[src/rtl/dmem_arbiter_if.sv]
// Signal bundle between the data-memory arbiter, its two requesters and Memoria64.
// The arbiter takes the slave view; requesters plus the memory model take the master view.
interface dmem_arbiter_if #(
  parameter int ADDR_W = 64,
  parameter int DATA_W = 64
);
  logic              p0_req;
  logic              p1_req;
  logic              p0_we;
  logic              p1_we;
  logic              p0_lock;
  logic              p1_lock;
  logic [ADDR_W-1:0] p0_addr;
  logic [ADDR_W-1:0] p1_addr;
  logic [DATA_W-1:0] p0_wdata;
  logic [DATA_W-1:0] p1_wdata;
  logic              p0_done;
  logic              p1_done;
  logic [DATA_W-1:0] rdata;
  logic [ADDR_W-1:0] mem_addr;
  logic [DATA_W-1:0] mem_wdata;
  logic              mem_wr;
  logic [DATA_W-1:0] mem_rdata;
  logic              busy;
  logic              owner;

  modport slave (
    input  p0_req, p1_req, p0_we, p1_we, p0_lock, p1_lock,
    input  p0_addr, p1_addr, p0_wdata, p1_wdata, mem_rdata,
    output p0_done, p1_done, rdata, mem_addr, mem_wdata, mem_wr, busy, owner
  );

  modport master (
    output p0_req, p1_req, p0_we, p1_we, p0_lock, p1_lock,
    output p0_addr, p1_addr, p0_wdata, p1_wdata, mem_rdata,
    input  p0_done, p1_done, rdata, mem_addr, mem_wdata, mem_wr, busy, owner
  );
endinterface

[src/rtl/dmem_arbiter.sv]
// Round-robin two-port arbiter and access sequencer for the single-port data memory,
// with a per-owner lock so CPU read-modify-write sequences stay atomic.
module dmem_arbiter #(
  parameter int ADDR_W   = 64,
  parameter int DATA_W   = 64,
  parameter int READ_LAT = 1
) (
  input  logic             clk,
  input  logic             reset,
  dmem_arbiter_if.slave    bus
);

  typedef enum logic [1:0] {
    IDLE   = 2'd0,
    ACCESS = 2'd1,
    DONE   = 2'd2
  } state_t;

  localparam logic [2:0] LAST_CNT = 3'(READ_LAT - 1);

  state_t            state_q, state_d;
  logic              owner_q, owner_d;
  logic              lock_q, lock_d;
  logic              we_q, we_d;
  logic [ADDR_W-1:0] addr_q, addr_d;
  logic [DATA_W-1:0] wdata_q, wdata_d;
  logic [DATA_W-1:0] rdata_q, rdata_d;
  logic [2:0]        cnt_q, cnt_d;
  logic              winner;

  // A held lock lets the previous owner win outright; otherwise a tie goes to the other port.
  always_comb begin
    winner = 1'b0;
    if (lock_q && (owner_q ? bus.p1_req : bus.p0_req)) begin
      winner = owner_q;
    end else if (bus.p0_req && bus.p1_req) begin
      winner = ~owner_q;
    end else if (bus.p1_req) begin
      winner = 1'b1;
    end
  end

  always_comb begin
    state_d = state_q;
    owner_d = owner_q;
    lock_d  = lock_q;
    we_d    = we_q;
    addr_d  = addr_q;
    wdata_d = wdata_q;
    rdata_d = rdata_q;
    cnt_d   = cnt_q;
    unique case (state_q)
      IDLE: begin
        if (bus.p0_req || bus.p1_req) begin
          owner_d = winner;
          we_d    = winner ? bus.p1_we    : bus.p0_we;
          addr_d  = winner ? bus.p1_addr  : bus.p0_addr;
          wdata_d = winner ? bus.p1_wdata : bus.p0_wdata;
          cnt_d   = 3'd0;
          state_d = ACCESS;
        end
      end
      ACCESS: begin
        if (we_q) begin
          state_d = DONE;
        end else if (cnt_q == LAST_CNT) begin
          rdata_d = bus.mem_rdata;
          state_d = DONE;
        end else begin
          cnt_d = cnt_q + 3'd1;
        end
      end
      DONE: begin
        lock_d  = owner_q ? bus.p1_lock : bus.p0_lock;
        state_d = IDLE;
      end
      default: state_d = IDLE;
    endcase
  end

  // Owner resets to port 1 so that port 0 wins the first tie after reset.
  always_ff @(posedge clk or posedge reset) begin
    if (reset) begin
      state_q <= IDLE;
      owner_q <= 1'b1;
      lock_q  <= 1'b0;
      we_q    <= 1'b0;
      addr_q  <= '0;
      wdata_q <= '0;
      rdata_q <= '0;
      cnt_q   <= 3'd0;
    end else begin
      state_q <= state_d;
      owner_q <= owner_d;
      lock_q  <= lock_d;
      we_q    <= we_d;
      addr_q  <= addr_d;
      wdata_q <= wdata_d;
      rdata_q <= rdata_d;
      cnt_q   <= cnt_d;
    end
  end

  assign bus.mem_addr  = addr_q;
  assign bus.mem_wdata = wdata_q;
  assign bus.mem_wr    = (state_q == ACCESS) && we_q;
  assign bus.p0_done   = (state_q == DONE) && !owner_q;
  assign bus.p1_done   = (state_q == DONE) && owner_q;
  assign bus.rdata     = rdata_q;
  assign bus.busy      = (state_q != IDLE);
  assign bus.owner     = owner_q;

endmodule

[src/flat_wrapper.sv]
// flat-port wrapper written by rule: the top's interface ports become plain ports
module dmem_arbiter_flat 
#(
  parameter int ADDR_W   = 64,
  parameter int DATA_W   = 64,
  parameter int READ_LAT = 1
)
  (clk, reset, bus_p0_req, bus_p1_req, bus_p0_we, bus_p1_we, bus_p0_lock, bus_p1_lock, bus_p0_addr, bus_p1_addr, bus_p0_wdata, bus_p1_wdata, bus_mem_rdata, bus_p0_done, bus_p1_done, bus_rdata, bus_mem_addr, bus_mem_wdata, bus_mem_wr, bus_busy, bus_owner);
  dmem_arbiter_if #(.ADDR_W(ADDR_W), .DATA_W(DATA_W)) bus_i ();
  input  logic clk;
  input  logic reset;
  input wire logic [$bits(bus_i.p0_req)-1:0] bus_p0_req;
  input wire logic [$bits(bus_i.p1_req)-1:0] bus_p1_req;
  input wire logic [$bits(bus_i.p0_we)-1:0] bus_p0_we;
  input wire logic [$bits(bus_i.p1_we)-1:0] bus_p1_we;
  input wire logic [$bits(bus_i.p0_lock)-1:0] bus_p0_lock;
  input wire logic [$bits(bus_i.p1_lock)-1:0] bus_p1_lock;
  input wire logic [$bits(bus_i.p0_addr)-1:0] bus_p0_addr;
  input wire logic [$bits(bus_i.p1_addr)-1:0] bus_p1_addr;
  input wire logic [$bits(bus_i.p0_wdata)-1:0] bus_p0_wdata;
  input wire logic [$bits(bus_i.p1_wdata)-1:0] bus_p1_wdata;
  input wire logic [$bits(bus_i.mem_rdata)-1:0] bus_mem_rdata;
  output wire logic [$bits(bus_i.p0_done)-1:0] bus_p0_done;
  output wire logic [$bits(bus_i.p1_done)-1:0] bus_p1_done;
  output wire logic [$bits(bus_i.rdata)-1:0] bus_rdata;
  output wire logic [$bits(bus_i.mem_addr)-1:0] bus_mem_addr;
  output wire logic [$bits(bus_i.mem_wdata)-1:0] bus_mem_wdata;
  output wire logic [$bits(bus_i.mem_wr)-1:0] bus_mem_wr;
  output wire logic [$bits(bus_i.busy)-1:0] bus_busy;
  output wire logic [$bits(bus_i.owner)-1:0] bus_owner;
  assign bus_i.p0_req = bus_p0_req;
  assign bus_i.p1_req = bus_p1_req;
  assign bus_i.p0_we = bus_p0_we;
  assign bus_i.p1_we = bus_p1_we;
  assign bus_i.p0_lock = bus_p0_lock;
  assign bus_i.p1_lock = bus_p1_lock;
  assign bus_i.p0_addr = bus_p0_addr;
  assign bus_i.p1_addr = bus_p1_addr;
  assign bus_i.p0_wdata = bus_p0_wdata;
  assign bus_i.p1_wdata = bus_p1_wdata;
  assign bus_i.mem_rdata = bus_mem_rdata;
  assign bus_p0_done = bus_i.p0_done;
  assign bus_p1_done = bus_i.p1_done;
  assign bus_rdata = bus_i.rdata;
  assign bus_mem_addr = bus_i.mem_addr;
  assign bus_mem_wdata = bus_i.mem_wdata;
  assign bus_mem_wr = bus_i.mem_wr;
  assign bus_busy = bus_i.busy;
  assign bus_owner = bus_i.owner;
  dmem_arbiter #(.ADDR_W(ADDR_W), .DATA_W(DATA_W), .READ_LAT(READ_LAT)) u_core (.clk(clk), .reset(reset), .bus(bus_i));
endmodule
[config.mk]
export PLATFORM = sky130hd
export DESIGN_NAME = dmem_arbiter_flat
export DESIGN_NICKNAME = d
export VERILOG_FILES = /design/src/rtl/dmem_arbiter_if.sv /design/src/rtl/dmem_arbiter.sv /design/src/flat_wrapper.sv
export SDC_FILE = /design/constraint.sdc
export NUM_CORES = 1
export LEC_CHECK = 0
export BUFFER_PORTS_ARGS = -buffer_cell sky130_fd_sc_hd__buf_2
export CAP_MARGIN = 30
export CORE_AREA = 2 2 207 209
export DETAILED_ROUTE_END_ITERATION = 6
export DIE_AREA = 0 0 209 211
export PLACE_DENSITY = 0.58
export RECOVER_POWER = 50
export SYNTH_ARGS = -nofsm -noshare
export SYNTH_HDL_FRONTEND = slang
export SYNTH_SLANG_ARGS = --single-unit
[constraint.sdc]
create_clock -name clk -period 6.4 [get_ports clk]
set_input_delay 0.32 -clock clk [delete_from_list [all_inputs] [get_ports clk]]
set_output_delay 0.32 -clock clk [all_outputs]
set_load 0.005 [all_outputs]
# == Yosys cells after proc, flatten, opt, wreduce, memory -nomap -nowiden ==
# Cells that the tools add are included.
# word_totals
ff_bits,200
elab_cells,48
# op_classes
n_addsub,1
eq_ne,6
n_mux,16
bitwise,2
n_reduce_logical,15
# op_table
operator,n
$mux W64,2
$mux W3,3
$mux W1,6
$mux W2,3
$pmux W3 S2,1
$logic_and A1 B1 Y1,5
$ne A2 B2 Y1 const B,2
$pmux W2 S2,1
$reduce_and A2 Y1,2
$reduce_and A4 Y1,1
$reduce_bool A2 Y1,2
$add A3 B1 Y3 const B,1
$logic_not A3 Y1,1
$ne A3 B1 Y1 const B,1
$reduce_and A3 Y1,1
$eq A2 B1 Y1 const B,1
$eq A2 B2 Y1 const B,1
$logic_not A2 Y1,1
$ne A2 B1 Y1 const B,1
$not A1 Y1,2
$logic_not A1 Y1,1
$logic_or A1 B1 Y1,1

# == Depth between registers and ports, before layout ==
# depth
ltp_word,4
mapped_depth,7

# == Worst setup path before layout ==
# Ideal clock, no wire load.
# synth_path
kind,register to register
from,reg u_core.cnt_q[0]
to,"reg u_core.rdata_q[0], in the netlist u_core.bus.rdata[0]"
arrival_ps,1548
t_required_ps,6275
path_slack_ps,4727
path_stages_with_launch,8
n_path_buf,2
synth_period_minus_slack_ps,1673
cell_sequence,dfrtp_1 -> inv_1 -> ha_1 -> nor2b_1 -> nand3b_1 -> buf_2 -> buf_2 -> mux2_2
# synth_via
elab_chain_cells,2
# synth_rtl
item,line,rtl
start: declaration,dmem_arbiter.sv:28,"logic [2:0] cnt_q, cnt_d;"
start signal: assignment,dmem_arbiter.sv:100,cnt_q <= cnt_d;
$logic_not A3 Y1,dmem_arbiter.sv:66,end else if (cnt_q == LAST_CNT) begin
$reduce_and A3 Y1 (no line),n/a,
end signal: assignment,dmem_arbiter.sv:99,rdata_q <= rdata_d;
end: declaration,dmem_arbiter.sv:27,"logic [DATA_W-1:0] rdata_q, rdata_d;"
# No other way between the ends.
# A chain may end at the register's enable or synchronous reset.

==> impl_metrics.tcl <==
set metrics [dict create \
    status "complete, but fails checks" \
    violations "max-capacitance violations, max-slew violations" \
    ys_async_sr_fraction_pct 100 \
    synthMostInstantiatedCell "dfrtp_1" \
    n_antenna_cell 0 \
    top_layer "met5" \
    row_count 75 \
    core_area_um2 41800 \
    whs_ns 0.0849 \
    maxCapViolations 1 \
    cts_resized 0 \
    final.period_utilization_pct 62.1 \
    hp-class "in2reg" \
    first_pass_iters 5 \
    crit_required_ns 6.88 \
    port_buffers 524 \
    period_needed_ns 3.97 \
    leakage_nw 5.40 \
    dr_total_vias 10300 \
    drt_wl_total_um 41100 \
    ctsHoldBuffers 1 \
    fin_nets 1704 \
    antenna_found_initial 2 \
    cp_cell_sequence "dlygate4sd3_1, buf_2, clkinvlp_2, buf_4" \
    wl_per_cell_um 21.3 \
    netlist_instances 948 \
    min_path_cells 2 \
    via_per_inst 5.34 \
    critPathBufInv 4 \
    setup.worst_path.end_class "asynchronous set/reset pin" \
    cts_setup_buffers 0 \
    final_util_pct 31.7 \
    grt_pass1_vias 10300 \
    path_max_fanout 93 \
    hpwl_um 27600 \
    drcViolationCount 0 \
    syn_area_um2 9910 \
    maxSlewViolCount 94 \
    drive_gt1_share_pct 37.3 \
    yosys-top-cells-count "dfrtp_1 (199), o21ai_0 (131), nand3_1 (129), o2111ai_1 (129), o211ai_1 (129)" \
    synth_top_area_share_pct 50.3 \
    cp_top_family "buffers and inverters" \
    critical_path_class "in2async" \
    yosys_warnings 0 \
    start_util_pct 23.7 \
    synth.net_count 1278 \
    fin_worst_skew_ns 0.0118 \
    final-hold-violation-count 0 \
    cp-start-kind "primary input" \
    clock.fmax_mhz 252 \
    clock_latency_ns 0.47 \
    min_to "u_core.bus.rdata[56]" \
    numCtsBuffers 17 \
    ys_types 31 \
    tritoncts "done" \
    cts_buffer_depth 2 \
    root_buffer "clkbuf_16" \
    drt_iter0_markers 824 \
    gp_congestion 0.791 \
    final_antenna_net_count 0 \
    cts.sink_count 200 \
    seq_area_frac_synth_pct 50.5 \
    die_y_um 211 \
    ioPinCount 525 \
    slew_headroom_pct -190 \
    yosys.area.top_type "dfrtp_1" \
    cp.arrival_ns 4.45 \
    route.met2.wl_um 19700 \
    synth.area.top_cells "dfrtp_1 (50%), o2111ai_1 (11%), o211ai_1 (9.8%), mux2_2 (7.3%), o21ai_0 (6.6%)" \
    syn_to_final_growth_pct 33.5 \
    critPathMaxStageDelay_ns 2.41 \
    r2r_start "u_core.bus.owner" \
    grt_max_degree 178 \
    reg2reg_slack_ns 2.88 \
    rsz0062_at_grt "no" \
    cp_num_cells 4 \
    crit_path_top_delay_cell "clkinvlp_2" \
    synth_edf_count 0 \
    power.density_nw_per_um2 488 \
    irDropWorstVdd_v 0.000531 \
    setup_viol 0 \
    worst_pin_slew_ns 4.33 \
    h-tree-depth 4 \
    setup_tns_ns 0 \
    route.met3.wl_um 3140 \
    grt_pass1_wl_um 61500 \
    met1_length_um 16600 \
    min_from "bus_mem_rdata[56]" \
    fp.dieW_um 209 \
    ys.flop_type "dfrtp_1" \
    grt-ovfl-total 0 \
    r2r_cells 5 \
    dieArea_um2 44100 \
    reg2reg_to "u_core.bus.mem_addr[29]" \
    synth-seq-cells 200 \
    syn_area_per_cell_um2 10.5 \
    path_clk_slew_ns 0.08 \
    grt_util_all_layers_pct 18.2 \
]
-- registers in the layout, indices dropped and copies added (netlist names) --
signal and count:
u_core.bus.owner 1, u_core.bus.rdata 64, u_core.bus.mem_wdata 64, u_core.cnt_q 3, u_core.lock_q 1, u_core.bus.mem_addr 64, u_core.state_q 2, u_core.we_q 1
-- cell type report --
cell class	count	area (µm²)
fill	4423	28500
sequential	200	5010
multi-input combinational	607	4330
timing repair buffer	541	2610
tap	539	674
clock buffer	20	457
clock inverter	12	116
inverter	7	32.5
-- cells by family (layout without fill, tap and decap cells) --
group,Yosys count,after routing,share of synthesized area [%]
AOI/OAI and AO/OA,395,395,28.3
xor gates and xnor gates,1,1,0.0884
adders and majority gates,2,2,0.253
buffers and inverters,141,580,6.10
DFF,200,200,50.5
muxes,66,66,7.48
and+or+nand+nor,143,143,7.30
-- worst max path at each step --
stage	from	endpoint	slack, ns
finish	reset	u_core.bus.mem_addr[43]	2.43
global route	reset	u_core.bus.mem_addr[43]	1.75
CTS	u_core.bus.owner	u_core.bus.mem_addr[55]	2.99
detailed placement	u_core.bus.owner	u_core.bus.mem_wdata[20]	2.98
global placement	u_core.bus.owner	u_core.bus.mem_addr[29]	3.00
floorplan	reset	u_core.bus.mem_addr[0]	0.63
-- metal layers --
layer  up-vias  global-route usage [%]
met5         -                       0
met4         4                    8.74
met3        68                    4.97
met2       526                    29.8
met1      5099                    22.1
li1       4581                       -
-- placed cells by master (no fill, tap or decap), types with 2 or more instances in the layout --
cell type and instances:
buf_2 396, dfrtp_1 199, o21ai_0 131, nand3_1 129, o2111ai_1 129, o211ai_1 129
clkbuf_1 127, mux2_2 64, clkbuf_16 17, buf_4 17, inv_1 4, inv_6 4
clkinvlp_4 4, nor2_4 2, inv_4 2, nor2b_1 2, nand2_1 2, mux2i_1 2
nor2_1 2, ha_1 2, clkinv_2 2, clkbuf_8 2
-- power by group --
part / switching [mW] / internal, mW
clock network: 0.554 / 0.565
logic: 1.94 / 1.14
registers: 0.359 / 1.90
-- per-stage QoR --
stage	std cells	total power [mW]	worst slack, ns	instance area (µm²)
finish	1926	6.46	2.43	13200
floorplan	948	4.14	0.628	9910
global placement	1893	5.43	3.00	12800
global route	1926	6.90	1.75	13200
detailed placement	1893	5.48	2.98	12800
CTS	1926	6.62	2.99	13400
No activity file was read; power rests on OpenSTA's default activity.
